[src/rtl/frame_monitor_pkg.sv]
// Shared types and register map for the frame monitor sink.
// Header beat count, monitor FSM states and Avalon byte addresses live here.
package frame_monitor_pkg;

  localparam int DATA_W        = 16;
  localparam int MIN_HDR_BEATS = 8;
  localparam int HDR_BYTES     = 16;

  localparam logic [7:0] ADDR_LEN_LO  = 8'd12;
  localparam logic [7:0] ADDR_CHK0    = 8'd16;
  localparam logic [7:0] ADDR_FCNT0   = 8'd20;
  localparam logic [7:0] ADDR_RUNT    = 8'd24;
  localparam logic [7:0] ADDR_LENERR  = 8'd25;
  localparam logic [7:0] ADDR_STATUS  = 8'd26;
  localparam logic [7:0] ADDR_STALL   = 8'd32;
  localparam logic [7:0] ADDR_CTRL    = 8'd33;

  typedef enum logic [1:0] {
    MON_IDLE,
    MON_HDR,
    MON_PAYLOAD
  } mon_state_t;

endpackage

[src/rtl/frame_monitor_parser.sv]
// Frame header parser: tracks beat position, captures the 16-byte header and
// classifies each accepted tlast as good, runt or length error.
import frame_monitor_pkg::*;

module frame_header_parser (
  input  logic                   clk,
  input  logic                   reset,
  input  logic                   beat_acc,
  input  logic [DATA_W-1:0]      tdata,
  input  logic                   tlast,
  output mon_state_t             state,
  output logic [HDR_BYTES*8-1:0] hdr_next,
  output logic                   frame_start,
  output logic                   payload_beat,
  output logic                   good,
  output logic                   runt,
  output logic                   len_err
);

  logic [15:0]            beat_idx;
  logic [HDR_BYTES*8-1:0] shadow_q;
  logic [15:0]            hdr_len;
  logic [16:0]            exp_last;
  logic                   last_acc;
  logic                   len_match;

  // Header image including the beat being accepted this cycle, so a frame
  // that ends on its type beat still commits a complete header.
  always_comb begin
    hdr_next = shadow_q;
    if (beat_acc && (beat_idx < 16'(MIN_HDR_BEATS)))
      hdr_next[{beat_idx[2:0], 4'b0000} +: 16] = {tdata[7:0], tdata[15:8]};
  end

  assign hdr_len      = shadow_q[ADDR_LEN_LO*8 +: 16];
  assign exp_last     = ((({1'b0, hdr_len}) + 17'd1) >> 1) + 17'(MIN_HDR_BEATS - 1);
  assign last_acc     = beat_acc && tlast;
  assign len_match    = ({1'b0, beat_idx} == exp_last);
  assign frame_start  = beat_acc && (state == MON_IDLE);
  assign payload_beat = beat_acc && (state == MON_PAYLOAD);
  assign runt         = last_acc && (beat_idx < 16'(MIN_HDR_BEATS - 1));
  assign good         = last_acc && !runt && len_match;
  assign len_err      = last_acc && !runt && !len_match;

  always_ff @(posedge clk) begin
    if (reset) begin
      state    <= MON_IDLE;
      beat_idx <= '0;
    end else if (beat_acc) begin
      if (tlast) begin
        state    <= MON_IDLE;
        beat_idx <= '0;
      end else begin
        beat_idx <= beat_idx + 16'd1;
        case (state)
          MON_IDLE:    state <= MON_HDR;
          MON_HDR:     if (beat_idx == 16'(MIN_HDR_BEATS - 1)) state <= MON_PAYLOAD;
          default:     state <= MON_PAYLOAD;
        endcase
      end
    end
  end

  always_ff @(posedge clk) begin
    if (beat_acc)
      shadow_q <= hdr_next;
  end

endmodule

[src/rtl/frame_monitor.sv]
// Sink-side frame monitor: checksum, frame/error counters, committed header
// snapshot, 8-bit Avalon-MM register access and programmable tready stalls.
import frame_monitor_pkg::*;

module frame_monitor (
  input  logic              clk,
  input  logic              reset,
  input  logic [DATA_W-1:0] ingress_port_tdata,
  input  logic              ingress_port_tvalid,
  input  logic              ingress_port_tlast,
  output logic              ingress_port_tready,
  input  logic [7:0]        writedata,
  input  logic              write,
  input  logic              chipselect,
  input  logic [7:0]        address,
  input  logic              read,
  output logic [7:0]        readdata
);

  function automatic logic [7:0] sat_inc8(input logic [7:0] v);
    return (v == 8'hFF) ? v : v + 8'd1;
  endfunction

  mon_state_t             state;
  logic [HDR_BYTES*8-1:0] hdr_next;
  logic                   frame_start, payload_beat, good, runt, len_err;
  logic                   beat_acc;
  logic [2:0]             phase;
  logic [7:0]             stall_mask;
  logic [31:0]            checksum_work, chk_next, pay_sum;
  logic [HDR_BYTES*8-1:0] snap_hdr;
  logic [31:0]            snap_chk;
  logic [31:0]            frame_count;
  logic [7:0]             runt_count, len_err_count;
  logic                   sticky_err;
  logic                   clr;
  logic [7:0]             rd_mux;

  assign ingress_port_tready = !reset && !stall_mask[phase];
  assign beat_acc            = ingress_port_tvalid && ingress_port_tready;

  frame_header_parser u_parser (
    .clk          (clk),
    .reset        (reset),
    .beat_acc     (beat_acc),
    .tdata        (ingress_port_tdata),
    .tlast        (ingress_port_tlast),
    .state        (state),
    .hdr_next     (hdr_next),
    .frame_start  (frame_start),
    .payload_beat (payload_beat),
    .good         (good),
    .runt         (runt),
    .len_err      (len_err)
  );

  assign pay_sum  = {24'd0, ingress_port_tdata[15:8]} + {24'd0, ingress_port_tdata[7:0]};
  assign chk_next = checksum_work + (payload_beat ? pay_sum : 32'd0);
  assign clr      = chipselect && write && (address == ADDR_CTRL) && writedata[0];

  always_ff @(posedge clk) begin
    if (frame_start)
      checksum_work <= '0;
    else if (payload_beat)
      checksum_work <= chk_next;
  end

  always_ff @(posedge clk) begin
    if (reset) begin
      phase      <= '0;
      stall_mask <= '0;
      snap_hdr   <= '0;
      snap_chk   <= '0;
    end else begin
      phase <= phase + 3'd1;
      if (chipselect && write && (address == ADDR_STALL))
        stall_mask <= writedata;
      // Snapshot commit is independent of the counter clear.
      if (good) begin
        snap_hdr <= hdr_next;
        snap_chk <= chk_next;
      end
    end
  end

  always_ff @(posedge clk) begin
    if (reset || clr) begin
      frame_count   <= '0;
      runt_count    <= '0;
      len_err_count <= '0;
      sticky_err    <= 1'b0;
    end else begin
      if (good)    frame_count   <= frame_count + 32'd1;
      if (runt)    runt_count    <= sat_inc8(runt_count);
      if (len_err) begin
        len_err_count <= sat_inc8(len_err_count);
        sticky_err    <= 1'b1;
      end
    end
  end

  always_comb begin
    rd_mux = 8'd0;
    if (address < ADDR_CHK0)
      rd_mux = snap_hdr[{address[3:0], 3'b000} +: 8];
    else if (address < ADDR_FCNT0)
      rd_mux = snap_chk[{address[1:0], 3'b000} +: 8];
    else if (address < ADDR_RUNT)
      rd_mux = frame_count[{address[1:0], 3'b000} +: 8];
    else if (address == ADDR_RUNT)
      rd_mux = runt_count;
    else if (address == ADDR_LENERR)
      rd_mux = len_err_count;
    else if (address == ADDR_STATUS)
      rd_mux = {6'd0, sticky_err, state != MON_IDLE};
  end

  always_ff @(posedge clk) begin
    if (reset)
      readdata <= '0;
    else
      readdata <= (chipselect && read) ? rd_mux : 8'd0;
  end

endmodule

[config.mk]
export PLATFORM = sky130hd
export DESIGN_NAME = frame_monitor
export DESIGN_NICKNAME = d
export VERILOG_FILES = /design/src/rtl/frame_monitor_pkg.sv /design/src/rtl/frame_monitor_parser.sv /design/src/rtl/frame_monitor.sv
export SDC_FILE = /design/constraint.sdc
export NUM_CORES = 1
export LEC_CHECK = 0
export ABC_CLOCK_PERIOD_IN_PS = 6400
export CAP_MARGIN = 20
export CELL_PAD_IN_SITES_DETAIL_PLACEMENT = 1
export CELL_PAD_IN_SITES_GLOBAL_PLACEMENT = 2
export CORE_ASPECT_RATIO = 0.8
export CORE_MARGIN = 8
export CORE_UTILIZATION = 29
export CTS_BUF_LIST = sky130_fd_sc_hd__clkbuf_8
export CTS_CLUSTER_DIAMETER = 30
export DETAILED_ROUTE_END_ITERATION = 7
export GPL_TIMING_DRIVEN = 0
export PLACE_DENSITY_LB_ADDON = 0.25
export SLEW_MARGIN = 20
export SYNTH_ARGS = -nofsm -noshare
export SYNTH_HDL_FRONTEND = slang
export SYNTH_SLANG_ARGS = --single-unit
[constraint.sdc]
create_clock -name clk -period 6.4 [get_ports clk]
set_input_delay 1.28 -clock clk [delete_from_list [all_inputs] [get_ports clk]]
set_output_delay 1.28 -clock clk [all_outputs]
set_load 0.005 [all_outputs]
After elaboration in Yosys (flattened, before gate mapping). Index checks and enable logic that the tools add are counted.

Output and inout port bits: 9. Input bits: 39. Flip-flop bits (word level): 406. Word-level logic and storage cells: 90.

Reduce and logical (&&, ||, !) cells: 26. Eq/ne operators: 12. $lt $le $gt $ge: 6. Muxes and demuxes: 15. Bitwise gates (word level): 3. Shift-type cells: 5. $add $sub $neg: 10.

Operator list (number): bitwise mux 128 bit (1); 2-to-1 mux 128 bit (1); variable shift 16 x 9 -> 128 bit, first input constant (1); indexed part select 128 x 8 -> 8 bit (1); indexed part select 16 x 9 -> 128 bit (1); indexed part select 32 x 6 -> 8 bit (2); 2-to-1 mux 8 bit (5); adder 32 x 1 -> 32 bit, second input constant (1); adder 32 x 9 -> 32 bit (1); == test 8 x 5 -> 1 bit, second input constant (3); < comparator 8 x 5 -> 1 bit, second input constant (3); adder 16 x 1 -> 17 bit, second input constant (1); adder 16 x 3 -> 17 bit, second input constant (1); == test 16 x 17 -> 1 bit (1); adder 16 x 1 -> 16 bit, second input constant (1); adder 8 x 1 -> 8 bit, second input constant (2); == test 16 x 3 -> 1 bit, second input constant (1); == test 8 x 6 -> 1 bit, second input constant (2); == test 8 bit, second input constant (2); < comparator 16 x 3 -> 1 bit, second input constant (1); < comparator 16 x 4 -> 1 bit, second input constant (1); 2-to-1 mux 16 bit (1); logical AND 1 bit (15); adder 8 x 8 -> 9 bit (1); other kinds (18) (27).

Depth between registers and ports, before layout.
Depth in word-level cells: 11. Mapped depth: 20. Depth with buffers taken out: 19.

Hierarchy. Synthesis repeated with hierarchy kept, for this count alone.

Cells, all modules: 1919. Area total of the unflattened synthesis: 20183.1 um2.

By module, submodules not included: frame_monitor (sequential area each 5205.0 um2, cells an instance 1283, area an instance 12572.1 um2, instances 1); frame_header_parser (sequential area each 4204.0 um2, cells an instance 636, area an instance 7611.0 um2, instances 1).

Worst setup path before layout. Ideal clock, no wire load.

Path type: input to register. Start point: input port reset. End point: register frame_count[1]. Required time: 6.330 ns. Buffers on the path: 2. Stages on the path: 10. Arrival time: 5.963 ns. Library setup time: 0.070 ns. Setup slack: 0.367 ns. Path through: a211oi_1 nand2_1 clkinv_1 nand2_1 nor2_1 nand3_1 clkbuf_1 clkbuf_1 nand2_1 a21oi_1.

Cells in the longest elaborated chain, start to end: 8. Elaborated cells on any way between the ends: 9. Those cells by class: reduce/logical (9).

RTL lines: from (decl) (RTL line frame_monitor.sv:7) `input logic reset,`; logical NOT 1 bit (RTL line frame_monitor.sv:39) `assign ingress_port_tready = !reset && !stall_mask[phase];`; logical AND 1 bit (RTL line frame_monitor.sv:39); logical AND 1 bit (RTL line frame_monitor.sv:40) `assign beat_acc = ingress_port_tvalid && ingress_port_tready;`; logical AND 1 bit (RTL line frame_monitor_parser.sv:37) `assign last_acc = beat_acc && tlast;`; logical AND 1 bit (RTL line frame_monitor_parser.sv:41) `assign runt = last_acc && (beat_idx < 16'(MIN_HDR_BEATS - 1));`; logical NOT 1 bit (RTL line frame_monitor_parser.sv:42) `assign good = last_acc && !runt && len_match;`; logical AND 1 bit (2 in series) (RTL line frame_monitor_parser.sv:42); to (signal assigned) (RTL line frame_monitor.sv:93) `if (good) frame_count <= frame_count + 32'd1;`; to (decl) (RTL line frame_monitor.sv:33) `logic [31:0] frame_count;`.

Several ways; a longest one is shown, not always the timed one. A chain may end at the register's enable or synchronous reset.

Worst setup path in the final report.
Start point: input port ingress_port_tdata[9]. End point: register snap_chk[23].

Cells in the longest elaborated chain, start to end: 3.

RTL lines: from (decl) (RTL line frame_monitor.sv:8) `input logic [DATA_W-1:0] ingress_port_tdata,`; adder 8 x 8 -> 9 bit (RTL line frame_monitor.sv:57) `assign pay_sum = {24'd0, ingress_port_tdata[15:8]} + {24'd0, ingress_port_tdata[7:0]};`; 2-to-1 mux 9 bit (RTL line frame_monitor.sv:58) `assign chk_next = checksum_work + (payload_beat ? pay_sum : 32'd0);`; adder 32 x 9 -> 32 bit (RTL line frame_monitor.sv:58); to (signal assigned) (RTL line frame_monitor.sv:81) `snap_chk <= chk_next;`; to (decl) (RTL line frame_monitor.sv:32) `logic [31:0] snap_chk;`.

No other way between the ends.

==> results.py <==
metrics = {
    "clock_network": {
        "clock_sinks": 406,
        "htree_levels": 3,
        "cts_buffers": 107,
        "clk_pin_slew_ps": 50,
        "cts_tree": "done",
        "insertion_delay_ps": 720,
        "cts_hold_buf": 0,
        "clock_path_buffers": 3,
        "cts_root_buf": "clkbuf_8",
        "cts_setup_buffers": 0,
    },
    "critical_path": {
        "critPathMaxFanout": 10,
        "path_buf_inv": 2,
        "path_class": "primary input to register",
        "cpPeakStageDelay_ps": 1060,
        "crit_chain": "clkdlybuf4s50_1, ha_1, a21o_1, a21o_1, a21o_1, a21oi_1, o21bai_1, a21oi_1, xor2_1, nor2_1, ha_1, nand2_1, o311ai_2, nor2b_1, clkbuf_2, nand3_1, xnor2_1, nand2_1, a21oi_1",
        "crit_path_end_kind": "register",
        "critPathLaunchType": "primary input",
        "cp_data_arrival_time_ps": 6490,
        "cp_data_required_time_ps": 7030,
        "slowest_stage": "clkdlybuf4s50_1",
        "crit_family": "compound AO/OA/AOI/OAI gates",
    },
    "route": {
        "drt-total-wl_um": 71500,
        "drt_iter0_markers": 1074,
        "wl_per_cell_um": 22.2,
        "antenna_left": 0,
        "vias_per_cell": 5.13,
        "vias": 16500,
        "drc": 0,
        "dr.pass1.iters": 5,
    },
    "final_layout": {
        "drive_above_1_share_pct": 18.0,
        "areaGrowthSynthToFinish_pct": 21.2,
        "fin_util_pct": 35.4,
        "fill_cells": 7842,
        "final_net_count": 2274,
        "final_common_cell": "nand2_1",
        "most-common-layout-cells": "400 x nand2_1, 278 x dfxtp_1, 192 x a21oi_1, 132 x nor2_1, 129 x clkbuf_8",
    },
    "pwr": {
        "p_int_w": 0.00530,
        "vdd_ir_drop_max_mv": 0.132,
        "switching_share_pct": 23.7,
        "seqPwrFrac_pct": 39.0,
        "pwr-share-clk_pct": 56.0,
        "p_comb_share_pct": 5.0,
        "p_sw_w": 0.00165,
        "powerDensity_nw_per_um2": 286,
        "p_leak_nw": 8.33,
    },
    "global_routing": {
        "grt_usage_pct": 18.1,
        "grt_first_pass_wirelength_um": 108000,
        "grt-ovfl-total": 0,
        "grt_max_degree": 59,
        "grt_pass1_vias": 17300,
        "grt_antenna_before_repair": 8,
    },
    "synthesis": {
        "yosysWarningCount": 0,
        "synthArstFlopShare_pct": 0,
        "syn_inst": 2050,
        "synth_seq_area_share_pct": 46.9,
        "synth_fp_nets": 2117,
        "synth_edf_count": 128,
        "ys.flop_type": "dfxtp_1",
        "synth_seq_cells": 406,
        "synth.distinct_cells": 82,
        "syn_area_um2": 20100,
        "syn_avg_cell_area_um2": 9.79,
    },
    "placement": {
        "dp_hpwl_um": 51900,
        "numPortBuffers": 45,
        "gp_congestion": 0.848,
        "dp_worst_setup_slack_ps": -878,
    },
    "die": {
        "rows": 86,
        "die_y_um": 251,
        "die_width_um": 310,
        "io_pins": 48,
        "core_um2": 68700,
        "initial_utilization_pct": 29.2,
        "dieArea_um2": 77900,
    },
    "timing": {
        "slew_violations": 0,
        "finClkSkew_ps": 66.4,
        "worstMarginPinSlew_ps": 1110,
        "slew_headroom_pct": 25.8,
        "setup_viol": 0,
        "whs_ps": 446,
        "fin_crit_ps": 5860,
        "fin_crit_sh_pct": 91.6,
        "max_freq_mhz": 171,
        "grt_setup_unrepaired": "no",
        "finalWorstSetupSlack_ps": 538,
        "finalHoldViolations": 0,
    },
    "hold_path": {
        "hold_class": "register to register",
    },
    "outcome": {
        "outcome": "completed",
    },
    "run": {
        "maxCapViolCount": 0,
    },
}
==> worst min-delay path, cell delays in order, from the launching register on <==
cell and delay [ps]:
dfxtp_1 310, nand2_1 50, nand2_1 40
==> cells in the mapped netlist, types with 16 or more instances <==
| library cell | number | area share (%) |
|---|---|---|
| mux4_2 | 58 | 6.5 |
| buf_2 | 22 | 0.55 |
| or3_1 | 17 | 0.53 |
| ha_1 | 26 | 1.6 |
| mux2i_1 | 25 | 1.2 |
| xnor2_1 | 66 | 2.9 |
| inv_1 | 31 | 0.58 |
| o211ai_1 | 16 | 0.60 |
| o21ai_0 | 32 | 0.80 |
| mux2_2 | 121 | 6.8 |
| nand4_1 | 29 | 0.90 |
| xor2_1 | 38 | 1.7 |
| nor4_1 | 23 | 0.72 |
| and3_1 | 31 | 0.97 |
| nor3_1 | 19 | 0.47 |
| nand2_1 | 401 | 7.5 |
| nor2_1 | 132 | 2.5 |
| edfxtp_1 | 128 | 19 |
| a21oi_1 | 192 | 4.8 |
| nand2b_1 | 19 | 0.59 |
| nand3_1 | 53 | 1.3 |
| a21o_1 | 20 | 0.75 |
| dfxtp_1 | 278 | 28 |
| a211oi_1 | 22 | 0.82 |
| clkbuf_1 | 89 | 1.7 |
==> layout make-up <==
type	instances	area (um^2)	share of cell area, %
inverter	32	125	0.514
multi-input combinational	1483	10000	41.2
timing repair buffer	48	513	2.11
clock inverter	71	774	3.18
antenna	1	2.50	0.0103
clock buffer	129	1780	7.30
sequential	406	9410	38.7
buffer	129	539	2.22
tap	924	1160	4.75
==> per-stage QoR <==
step	power [W]	std cells	setup TNS, ps	area, um^2
6_report	0.00695	3223	0	24300
3_3_place_gp	0.00311	3019	-1162080	21700
3_5_place_dp	0.00311	3022	-11420	21800
2_1_floorplan	0.00296	2050	0	20100
5_1_grt	0.00722	3222	0	24300
4_1_cts	0.00704	3222	0	24300
==> flip-flops by register name, indices dropped and copies added (netlist names) <==
| register | cells |
|---|---|
| sticky_err | 1 |
| frame_count | 32 |
| u_parser.beat_idx | 16 |
| stall_mask | 8 |
| runt_count | 8 |
| u_parser.shadow_q | 128 |
| snap_chk | 32 |
| phase | 3 |
| readdata | 8 |
| snap_hdr | 128 |
| u_parser.state | 2 |
| len_err_count | 8 |
| checksum_work | 32 |
==> power groups by stage <==
stage	Clock (W)	Sequential, W	Combinational, W
after floorplan	0	0.00276	0.000197
after global placement	0	0.00277	0.000338
after detailed placement	0	0.00277	0.000348
after CTS	0.00398	0.00271	0.000350
after global routing	0.00413	0.00272	0.000374
final	0.00389	0.00271	0.000348
==> routing by layer <==
metal  vias to the layer above  track usage, %  wire [um]
met5                         -               0         13
met1                      8286            26.1      35000
met3                       125            3.93       4040
li1                       7703               -          -
met2                       416            26.9      30500
met4                         2            5.57       1960
==> kinds of logic (layout without fill, tap and decap cells) <==
family,after synthesis,in the layout,share of synthesized area (%)
mux,206,206,14.7
buf+inv,161,409,3.26
flops,406,406,46.9
compound gates,361,361,11.0
xor+xnor,105,105,4.65
fa+ha+maj,28,28,1.82
other cells,0,1,0
simple gates,783,783,17.8
==> worst paths after layout <==
check,from,endpoint,slack (ps),cells after the start
min reg2reg,checksum_work[2]$_SDFFE_PP0N_,checksum_work[2]$_SDFFE_PP0N_,450,2
min,checksum_work[2]$_SDFFE_PP0N_,checksum_work[2]$_SDFFE_PP0N_,450,2
max reg2reg,u_parser.shadow_q[96]$_DFFE_PN_,snap_hdr[99]$_SDFFE_PP0P_,590,16
max,ingress_port_tdata[9],snap_chk[23]$_SDFFE_PP0P_,540,19
==> timing repair <==
item | CTS | global route
resized for setup | 1 | 4
endpoints found under the setup margin | 8 | 14
cloned | 0 | 0
No activity file was read; power rests on OpenSTA's default activity.
